### config.mk
export PLATFORM = sky130hd
export DESIGN_NAME = uart_mmio
export DESIGN_NICKNAME = d
export VERILOG_FILES = /design/src/rtl/uart_mmio_pkg.sv /design/src/rtl/sync_fifo.sv /design/src/rtl/uart_mmio.sv
export SDC_FILE = /design/constraint.sdc
export NUM_CORES = 1
export LEC_CHECK = 0
export CAP_MARGIN = 10
export CORE_UTILIZATION = 50
export DETAILED_ROUTE_END_ITERATION = 8
export DONT_BUFFER_PORTS = 1
export HOLD_SLACK_MARGIN = 0.08
export PLACE_DENSITY_LB_ADDON = 0.3
export SYNTH_ARGS = -nofsm -noshare
export SYNTH_HDL_FRONTEND = slang
export SYNTH_SLANG_ARGS = --single-unit
### constraint.sdc
create_clock -name clk -period 5.15 [get_ports clk]
set_clock_uncertainty 0.2 [all_clocks]
set_input_delay 0.2575 -clock clk [delete_from_list [all_inputs] [get_ports clk]]
set_output_delay 0.2575 -clock clk [all_outputs]
set_load 0.1 [all_outputs]
### src/rtl/uart_mmio_pkg.sv
// uart_mmio_pkg: register offsets, register select codes and STATUS bit
// positions for the memory-mapped UART, shared with software and the bench.
// Offsets are byte offsets inside the 16-byte window; select = offset[3:2].
package uart_mmio_pkg;

  localparam logic [3:0] STATUS_OFS = 4'h0;
  localparam logic [3:0] RXDATA_OFS = 4'h4;
  localparam logic [3:0] TXDATA_OFS = 4'h8;
  localparam logic [3:0] CYCLE_OFS  = 4'hC;

  localparam int ST_RX_AVAIL = 0;
  localparam int ST_TX_FREE  = 1;
  localparam int ST_RX_OVF   = 2;
  localparam int ST_TX_OVR   = 3;

  typedef enum logic [1:0] {
    REG_STATUS = 2'd0,
    REG_RXDATA = 2'd1,
    REG_TXDATA = 2'd2,
    REG_CYCLE  = 2'd3
  } reg_sel_e;

endpackage

### src/rtl/sync_fifo.sv
// sync_fifo: single-clock FIFO with a combinational (read-first) head.
// Latency: a push at edge N is visible on head/empty after edge N.
// Backpressure: push while full is ignored unless a pop happens in the same
// cycle, in which case both are performed and count is unchanged.
// Ports: clk, reset (sync, active-high), push/push_data, pop, head, full,
// empty, count.
module sync_fifo #(
  parameter int WIDTH = 8,
  parameter int DEPTH = 8
) (
  input  logic                       clk,
  input  logic                       reset,
  input  logic                       push,
  input  logic [WIDTH-1:0]           push_data,
  input  logic                       pop,
  output logic [WIDTH-1:0]           head,
  output logic                       full,
  output logic                       empty,
  output logic [$clog2(DEPTH):0]     count
);

  localparam int AW = $clog2(DEPTH);
  localparam int CW = AW + 1;

  logic [WIDTH-1:0] mem [DEPTH];
  logic [AW-1:0]    wr_ptr;
  logic [AW-1:0]    rd_ptr;
  logic             do_push;
  logic             do_pop;

  assign full  = (count == CW'(DEPTH));
  assign empty = (count == '0);
  assign head  = mem[rd_ptr];

  assign do_pop  = pop && !empty;
  // When full, the slot being written is the one being popped this cycle;
  // head already presented the old byte, so the overwrite is safe.
  assign do_push = push && (!full || do_pop);

  always_ff @(posedge clk) begin
    if (reset) begin
      wr_ptr <= '0;
      rd_ptr <= '0;
      count  <= '0;
    end else begin
      if (do_push) wr_ptr <= wr_ptr + AW'(1);
      if (do_pop)  rd_ptr <= rd_ptr + AW'(1);
      if (do_push && !do_pop)      count <= count + CW'(1);
      else if (do_pop && !do_push) count <= count - CW'(1);
    end
  end

  always_ff @(posedge clk) begin
    if (do_push) mem[wr_ptr] <= push_data;
  end

endmodule

### src/rtl/uart_mmio.sv
// uart_mmio: bus-side register block for the UART (STATUS, RX FIFO, TX
// holding register, free-running cycle counter).
// Latency: reads return on o_rdata one cycle after i_re; writes act at the strobe edge.
// Backpressure: rx_ready tied high (overflow is flagged, not stalled);
// tx holds one byte, extra writes are dropped and flagged.
// Ports: clk/reset, bus (i_addr, i_wdata, i_we, i_re, o_rdata),
// uart TX side (tx_data, tx_valid, tx_ready), RX side (rx_data, rx_valid, rx_ready).
module uart_mmio
  import uart_mmio_pkg::*;
#(
  parameter int              XLEN      = 32,
  parameter logic [XLEN-1:0] BASE_ADDR = 32'h8000_0000,
  parameter int              RX_DEPTH  = 8
) (
  input  logic            clk,
  input  logic            reset,
  input  logic [XLEN-1:0] i_addr,
  input  logic [XLEN-1:0] i_wdata,
  input  logic            i_we,
  input  logic            i_re,
  output logic [XLEN-1:0] o_rdata,
  output logic [7:0]      tx_data,
  output logic            tx_valid,
  input  logic            tx_ready,
  input  logic [7:0]      rx_data,
  input  logic            rx_valid,
  output logic            rx_ready
);

  logic                      hit;
  reg_sel_e                  sel;
  logic                      wr;
  logic                      rd;
  logic                      rx_pop;
  logic                      rx_drop;
  logic                      tx_hs;
  logic                      tx_load;
  logic                      tx_reject;
  logic                      clr_rx_ovf;
  logic                      clr_tx_ovr;
  logic                      rx_ovf;
  logic                      tx_ovr;
  logic [XLEN-1:0]           cycle_cnt;
  logic [XLEN-1:0]           rd_mux;
  logic [7:0]                fifo_head;
  logic                      fifo_full;
  logic                      fifo_empty;
  logic [$clog2(RX_DEPTH):0] unused_rx_count;
  logic                      unused_bits;

  assign unused_bits = ^{i_addr[1:0], i_wdata[XLEN-1:8], i_wdata[1:0], i_wdata[7:4]};

  assign hit = (i_addr[XLEN-1:4] == BASE_ADDR[XLEN-1:4]);
  assign sel = reg_sel_e'(i_addr[3:2]);
  assign wr  = hit && i_we;
  // A read issued together with a write is squashed: no pop, data 0.
  assign rd  = hit && i_re && !i_we;

  // RX path
  assign rx_ready = 1'b1;
  assign rx_pop   = rd && (sel == REG_RXDATA) && !fifo_empty;
  assign rx_drop  = rx_valid && fifo_full && !rx_pop;

  sync_fifo #(
    .WIDTH (8),
    .DEPTH (RX_DEPTH)
  ) u_rx_fifo (
    .clk       (clk),
    .reset     (reset),
    .push      (rx_valid),
    .push_data (rx_data),
    .pop       (rx_pop),
    .head      (fifo_head),
    .full      (fifo_full),
    .empty     (fifo_empty),
    .count     (unused_rx_count)
  );

  // TX path: a write in the handshake cycle sees the register as free.
  assign tx_hs     = tx_valid && tx_ready;
  assign tx_load   = wr && (sel == REG_TXDATA) && (!tx_valid || tx_hs);
  assign tx_reject = wr && (sel == REG_TXDATA) && tx_valid && !tx_hs;

  always_ff @(posedge clk) begin
    if (reset) begin
      tx_valid <= 1'b0;
      tx_data  <= '0;
    end else if (tx_load) begin
      tx_valid <= 1'b1;
      tx_data  <= i_wdata[7:0];
    end else if (tx_hs) begin
      tx_valid <= 1'b0;
    end
  end

  // Sticky flags: set has priority over a software clear in the same cycle.
  assign clr_rx_ovf = wr && (sel == REG_STATUS) && i_wdata[ST_RX_OVF];
  assign clr_tx_ovr = wr && (sel == REG_STATUS) && i_wdata[ST_TX_OVR];

  always_ff @(posedge clk) begin
    if (reset) begin
      rx_ovf <= 1'b0;
      tx_ovr <= 1'b0;
    end else begin
      if (rx_drop)         rx_ovf <= 1'b1;
      else if (clr_rx_ovf) rx_ovf <= 1'b0;
      if (tx_reject)       tx_ovr <= 1'b1;
      else if (clr_tx_ovr) tx_ovr <= 1'b0;
    end
  end

  always_ff @(posedge clk) begin
    if (reset)                           cycle_cnt <= '0;
    else if (wr && (sel == REG_CYCLE))   cycle_cnt <= '0;
    else                                 cycle_cnt <= cycle_cnt + XLEN'(1);
  end

  // Read mux uses pre-edge state, so CYCLE reads the value before this
  // edge's increment and STATUS reflects writes from earlier cycles only.
  always_comb begin
    rd_mux = '0;
    unique case (sel)
      REG_STATUS: begin
        rd_mux[ST_RX_AVAIL] = !fifo_empty;
        rd_mux[ST_TX_FREE]  = !tx_valid;
        rd_mux[ST_RX_OVF]   = rx_ovf;
        rd_mux[ST_TX_OVR]   = tx_ovr;
      end
      REG_RXDATA: if (!fifo_empty) rd_mux[7:0] = fifo_head;
      REG_TXDATA: rd_mux = '0;
      REG_CYCLE:  rd_mux = cycle_cnt;
      default:    rd_mux = '0;
    endcase
  end

  // Every read strobe updates o_rdata; misses and squashed reads return 0.
  always_ff @(posedge clk) begin
    if (reset)     o_rdata <= '0;
    else if (i_re) o_rdata <= rd ? rd_mux : '0;
  end

endmodule

# Word level (Yosys, flattened, before mapping)
# Memory sizes are Yosys's and may differ from the RTL's. A register that Yosys moved wholly into a read port is not among the register bits.
# Index checks and enable logic that the tools add are counted.
dict set report totals {
  elab_cells 74
  mem_bits_rw 64
  memories 1
  register_bits 85
}
dict set report classes {
  n_mux 17
  eq_ne 5
  reduce_logical 37
  addsub 5
}
# name words width rd rd_clocked_by_memory_dff wr line_no
set memory_table {}
lappend memory_table {u_rx_fifo.mem 8 8 1 1 1 sync_fifo.sv:25} ;# logic [WIDTH-1:0] mem [DEPTH];
# operator count
set op_table {}
lappend op_table {{$add 32x1->32 const B} 1}
lappend op_table {{$mux 32} 1}
lappend op_table {{$eq 28x28->1 const B} 1}
lappend op_table {{$mux 24} 1}
lappend op_table {{$logic_and 1x1->1} 20}
lappend op_table {{$pmux 4 s4} 1}
lappend op_table {{$logic_not 1->1} 8}
lappend op_table {{$mux 1} 8}
lappend op_table {{$mux 4} 2}
lappend op_table {{$mux 8} 1}
lappend op_table {{$pmux 4 s2} 1}
lappend op_table {{$reduce_bool 2->1} 4}
lappend op_table {{$add 3x1->3 const B} 2}
lappend op_table {{$mux 3} 2}
lappend op_table {{$add 4x1->4 const B} 1}
lappend op_table {{$eq 2x2->1 const B} 2}
lappend op_table {{$eq 4x4->1 const B} 1}
lappend op_table {{$logic_not 4->1} 1}
lappend op_table {{$sub 4x1->4 const B} 1}
lappend op_table {{$eq 2x1->1 const B} 1}
lappend op_table {{$logic_not 2->1} 1}
lappend op_table {{$logic_or 1x1->1} 2}
lappend op_table {{$reduce_or 2->1} 1}

# Depth between registers and ports, before layout
dict set report logic_depth {
  word_depth 12
  depth_mapped 14
  mapped_depth_nobuf 13
}

# By module
# From an unflattened synthesis, not the netlist that was laid out.
dict set report hier_totals {
  hier_cells 544
  area_unflattened_um2 6383.6
}
# module cells_each area_per_inst_um2 seq_area_each_um2 n_inst
set by_module_without_submodules {}
lappend by_module_without_submodules {uart_mmio 379 3313.2 1501.4 1}
lappend by_module_without_submodules {sync_fifo 165 3070.4 2182.1 1}

# Worst setup path before layout
# No wires, ideal clock.
dict set report synth_timing {
  path_kind {register -> register}
  startpoint {register u_rx_fifo.count[0]}
  endpoint {register u_rx_fifo.count[3]}
  slack_ps 2207
  arrival_time_ps 2673
  setup_time_ps 70
  n_path_buf 0
  path_stages_with_launch 14
  required_time_ps 4880
  period_less_slack_ps 2943
  cell_sequence {dfxtp_1 -> or4_1 -> nand2_1 -> nor3_2 -> o21ai_2 -> inv_2 -> ha_1 -> inv_1 -> ha_1 -> a21o_1 -> a21oi_1 -> xnor2_1 -> or3_1 -> a21oi_1}
}
dict set report synth_between {
  elab_chain_cells 9
  word_cells_on_any_way 17
}
# element line_no
set synth_rtl {}
lappend synth_rtl {{from (decl)} sync_fifo.sv:19} ;# output logic [$clog2(DEPTH):0] count
lappend synth_rtl {{from (signal assigned)} sync_fifo.sv:48} ;# if (do_push && !do_pop) count <= count + CW'(1);
lappend synth_rtl {{from (signal assigned)} sync_fifo.sv:49} ;# else if (do_pop && !do_push) count <= count - CW'(1);
lappend synth_rtl {{$logic_not 4->1} sync_fifo.sv:32} ;# assign empty = (count == '0);
lappend synth_rtl {{$logic_not 1->1} {sync_fifo.sv:35, uart_mmio.sv:61}}
lappend synth_rtl {{$logic_and 1x1->1} uart_mmio.sv:61} ;# assign rx_pop = rd && (sel == REG_RXDATA) && !fifo_empty;
lappend synth_rtl {{$logic_and 1x1->1} sync_fifo.sv:35} ;# assign do_pop = pop && !empty;
lappend synth_rtl {{$logic_or 1x1->1 (*)} sync_fifo.sv:38} ;# assign do_push = push && (!full || do_pop);
lappend synth_rtl {{$logic_and 1x1->1 (*)} sync_fifo.sv:38}
lappend synth_rtl {{named net u_rx_fifo.do_push} sync_fifo.sv:28} ;# logic do_push;
lappend synth_rtl {{$logic_not 1->1} sync_fifo.sv:49}
lappend synth_rtl {{$logic_and 1x1->1} sync_fifo.sv:49}
lappend synth_rtl {{$reduce_bool 2->1 (no line)} --}
# The timed path passes the listed nets; every way through them passes the cells marked *. The select of a mux whose other input is x is not followed.
# A chain may end at the register's enable or synchronous reset.

# Final worst setup path
dict set report layout_timing {
  startpoint {input port i_addr[13]}
  endpoint {register u_rx_fifo.count[3]}
}
dict set report layout_between {
  elab_chain_cells 11
  word_cells_on_any_way 14
}
# element line_no
set layout_rtl {}
lappend layout_rtl {{from (decl)} uart_mmio.sv:17} ;# input logic [XLEN-1:0] i_addr,
lappend layout_rtl {{$eq 28x28->1 (*)} uart_mmio.sv:53} ;# assign hit = (i_addr[XLEN-1:4] == BASE_ADDR[XLEN-1:4]);
lappend layout_rtl {{$logic_and 1x1->1 (*) (2 in series)} uart_mmio.sv:57} ;# assign rd = hit && i_re && !i_we;
lappend layout_rtl {{$logic_and 1x1->1 (*) (2 in series)} uart_mmio.sv:61}
lappend layout_rtl {{$logic_and 1x1->1 (*)} sync_fifo.sv:35}
lappend layout_rtl {{$logic_or 1x1->1 (*)} sync_fifo.sv:38}
lappend layout_rtl {{$logic_and 1x1->1 (*)} sync_fifo.sv:38}
lappend layout_rtl {{named net u_rx_fifo.do_push} sync_fifo.sv:28}
lappend layout_rtl {{$logic_not 1->1} sync_fifo.sv:49}
lappend layout_rtl {{$logic_and 1x1->1} sync_fifo.sv:49}
lappend layout_rtl {{$reduce_bool 2->1 (no line)} --}
# The timed path passes the listed nets; every way through them passes the cells marked *.

==> reports/results.env <==
VDD.IR_DROP.WORST_mV=0.224
YOSYS_WARNINGS=0
CTS-ROOT-TO-SINK-BUFFERS=2
DIE_W_MICRONS=115
CRIT_FAMILY='simple AND/OR/NAND/NOR gates'
TOTAL_POWER_mW=2.81
TIMING.CRITICAL_PATH.ARRIVAL_NS=4.44
N_ANTENNA_CELL=0
SYNTHTOLAYOUTAREAGROWTH_PCT=19.0
POST_SYNTH.CELL_AREA_AVG_SQ_UM=11.8
SYNTH_TOP_AREA_CELL='edfxtp_1'
CP_MAX_FO=11
DRT-WIRELENGTH-PER-CELL_MICRONS=16.9
CTS.CLK_SLEW.WORST_PATHS_NS=0.06
NUMBER_OF_BUFFERS_CREATED_BY_CTS=17
IO-PIN-COUNT=120
OVERALL_FRACTION_OF_GLOBAL_ROUTE_TRACKS_IN_USE_PCT=21.4
H-TREE-DEPTH=4
WIRE_LENGTH_OF_THE_FIRST_GLOBAL_ROUTING_PASS_MM=21.2
PERIOD_NEEDED_NS=4.28
REPORT.FINAL.HOLD_VIOL_COUNT=0
PLACE_CONGESTION=0.799
FP.DIEH_MICRONS=115
DRT_FIRST_PASS_ITERS=4
SLEW_VIOL_FINAL=0
POWER-PER-CELL-AREA_nW_PER_UM2=371
ANTENNA_VIOLATIONS_BEFORE_REPAIR=1
CRITICAL_PATH.STARTPOINT_TYPE='input port'
FLOORPLAN.ROWS=40
POST_SYNTH_MAIN_AREA_CONTRIBUTORS='edfxtp_1 30%, dfxtp_1 28%, mux4_2 5.7%'
LAYOUT-DRIVE-GT1-SHARE_PCT=14.1
PLACEMENT.IO_BUFFERS=0
POST_CTS.REPAIR.SETUP_BUFFERS=0
FIRST_GLOBAL_VIAS=4200
CELLS_ALONG_THE_CRITICAL_PATH='dlygate4sd3_1 -> nor4b_4 -> dlygate4sd3_1 -> nand4_4 -> nor3_2 -> o21ai_2 -> inv_2 -> ha_1 -> inv_1 -> ha_1 -> a21o_1 -> a21oi_1 -> xnor2_1 -> or3_1 -> a21oi_1'
GRT_START_MAX_NET_PINS=58
TIGHTEST_SLEW_NS=1.08
OUTCOME='complete, no violations'
LAYOUT.NETS=662
POST_SYNTH_EDFFS=64
HOLD_CRIT_PATH_TYPE='in -> reg'
VIASPERCELL=5.52
GRT-OVFL-TOTAL=0
PLACE.DETAILED.HPWL_MM=8.19
TIMING.CRITICAL_PATH.SLOWEST_STAGE_CELL='nor3_2'
CLK_LATENCY_NS=0.42
MAXCAPVIOLCOUNT=0
PLACED_AREA_SQ_UM=6520
MOSTFREQUENTLAYOUTCELL='dfxtp_1'
NUM_VIAS=4182
LEAKAGEPOWER_nW=2.57
MAX-SLEW-MARGIN-REL_PCT=27.6
SETUP-TNS-FINAL_NS=0
YOSYSSEQAREASHARE_PCT=57.9
DETAIL_ROUTE.ITER0.VIOLATIONS=246
WORST_PATH_LARGEST_CELL_DELAY_NS=0.74
CLOCK.FMAX_MHz=233
CP-END-KIND='flop'
DIE_AREA_SQ_UM=13200
CP_NUM_BUF_INV=4
CTS_TREE='yes'
CLK_ROOT_BUFFER_CELL='clkbuf_16'
GRT_SETUP_UNREPAIRED='no'
NETLIST_INSTANCES=539
SYNTH.FF_LATCH_COUNT=152
TIMING.CRITICAL_PATH.REQUIRED_NS=5.31
SYNTHFLOPTYPE='dfxtp_1'
CRITICALPATHCATEGORY='in -> reg'
FINAL-SETUP-VIOL-COUNT=0
SYNTH.NET_COUNT=624
MOSTFREQUENTLAYOUTCELLS='88 x dfxtp_1, 80 x nor2_1, 64 x edfxtp_1'
ANT_NETS=0
POST-SYNTH-TOP-AREA-FRACTION_PCT=30.2
START_UTIL_PCT=52.1
SYNTH_AREA_SQ_UM=6360
SYNTH_CELL_TYPE_COUNT=53
WL_MM=12.8
FINAL_CORE_UTIL_PCT=62.0
FIN_AREA_SQ_UM=7570
DRC_MARKERS=0
DESIGN.CORE.AREA_SQ_UM=12200
POST_CTS_RESIZE_COUNT=0
SYNTHARSTFLOPSHARE_PCT=0
CTS_SINKS=152
MIN_PERIOD_OVER_PERIOD_PCT=83.2
[cells by family (layout without fill, tap and decap cells)]
kind of cell | after synthesis | in the layout | share of synthesized area, %
muxes | 37 | 37 | 9.15
xor gates and xnor gates | 35 | 35 | 4.82
DFF | 152 | 152 | 57.9
and+or+nand+nor | 216 | 216 | 19.2
buffers and inverters | 36 | 87 | 2.30
adders and majority gates | 7 | 7 | 1.50
other | 1 | 1 | 0.0590
AOI/OAI and AO/OA | 55 | 55 | 5.04
[cells in the mapped netlist, types with 9 or more instances]
cell and instances:
nand4_1 13, mux4_2 16, nand2_1 25, nor2_1 80, mux2i_1 12, edfxtp_1 64, dfxtp_1 88, clkbuf_1 16
a21oi_1 39, inv_1 9, xor2_1 26, nand3_1 14, nor2b_1 34, xnor2_1 9
[sequential cells by signal, indices dropped and copies added, names as in the netlist, 3 cells and up, named ones only]
| name | count |
|---|---|
| u_rx_fifo.wr_ptr | 3 |
| u_rx_fifo.count | 4 |
| o_rdata | 32 |
| cycle_cnt | 32 |
| u_rx_fifo.rd_ptr | 3 |
| u_rx_fifo.mem | 64 |
| tx_data | 8 |
[routing by layer]
| metal | GRT usage [%] | routed length [microns] |
|---|---|---|
| met5 | 0 | 13 |
| met4 | 9.35 | 292 |
| met3 | 6.59 | 655 |
| met2 | 35.1 | 6460 |
| met1 | 26.2 | 5350 |
[where the power goes]
| group | switching [mW] | internal, mW | total, mW |
|---|---|---|---|
| logic | 0.0981 | 0.0818 | 0.180 |
| clock network | 0.487 | 0.826 | 1.31 |
| registers | 0.0247 | 1.29 | 1.32 |
| total | 0.609 | 2.20 | 2.81 |
[stage by stage]
stage / std cells / hold WS, ns / setup WS, ns
3_5_place_dp: 687 / 0.137 / 1.50
3_3_place_gp: 687 / 0.134 / 1.64
2_1_floorplan: 539 / 0.156 / 2.21
6_report: 758 / 0.0980 / 0.866
4_1_cts: 758 / 0.0871 / 0.889
5_1_grt: 758 / 0.124 / 0.566
[path summary, 6_finish.rpt]
path	start	endpoint	slack [ns]	depth (start not counted)
setup reg to reg	u_rx_fifo.count[0]$_SDFFE_PP0P_	u_rx_fifo.count[3]$_SDFFE_PP0P_	1.68	13
setup / recovery	i_addr[13]	u_rx_fifo.count[3]$_SDFFE_PP0P_	0.87	15
hold / removal	i_addr[24]	o_rdata[2]$_SDFFE_PP0P_	0.1	4
hold reg to reg	tx_ovr$_SDFFE_PP0P_	tx_ovr$_SDFFE_PP0P_	0.29	2
[cell type report]
cell class / count / area [sq um]
tap: 168 / 210
sequential: 152 / 3680
clock buffer: 18 / 439
fill: 963 / 4640
multi-input combinational: 351 / 2540
clock inverter: 14 / 196
inverter: 10 / 37.5
timing repair buffer: 45 / 455
[tightest hold or removal path: stages]
cell and delay [ns]:
nor4_4 0.02, nand4_4 0.14, or2_2 0.17, a211oi_1 0.07
[timing repair]
action / in CTS / in global routing
endpoints found under the setup margin: 0 / 0
endpoints found under the hold margin: 128 / 0
hold buffers: 39 / 0
Note: power is estimated with default switching activity, not from simulation.
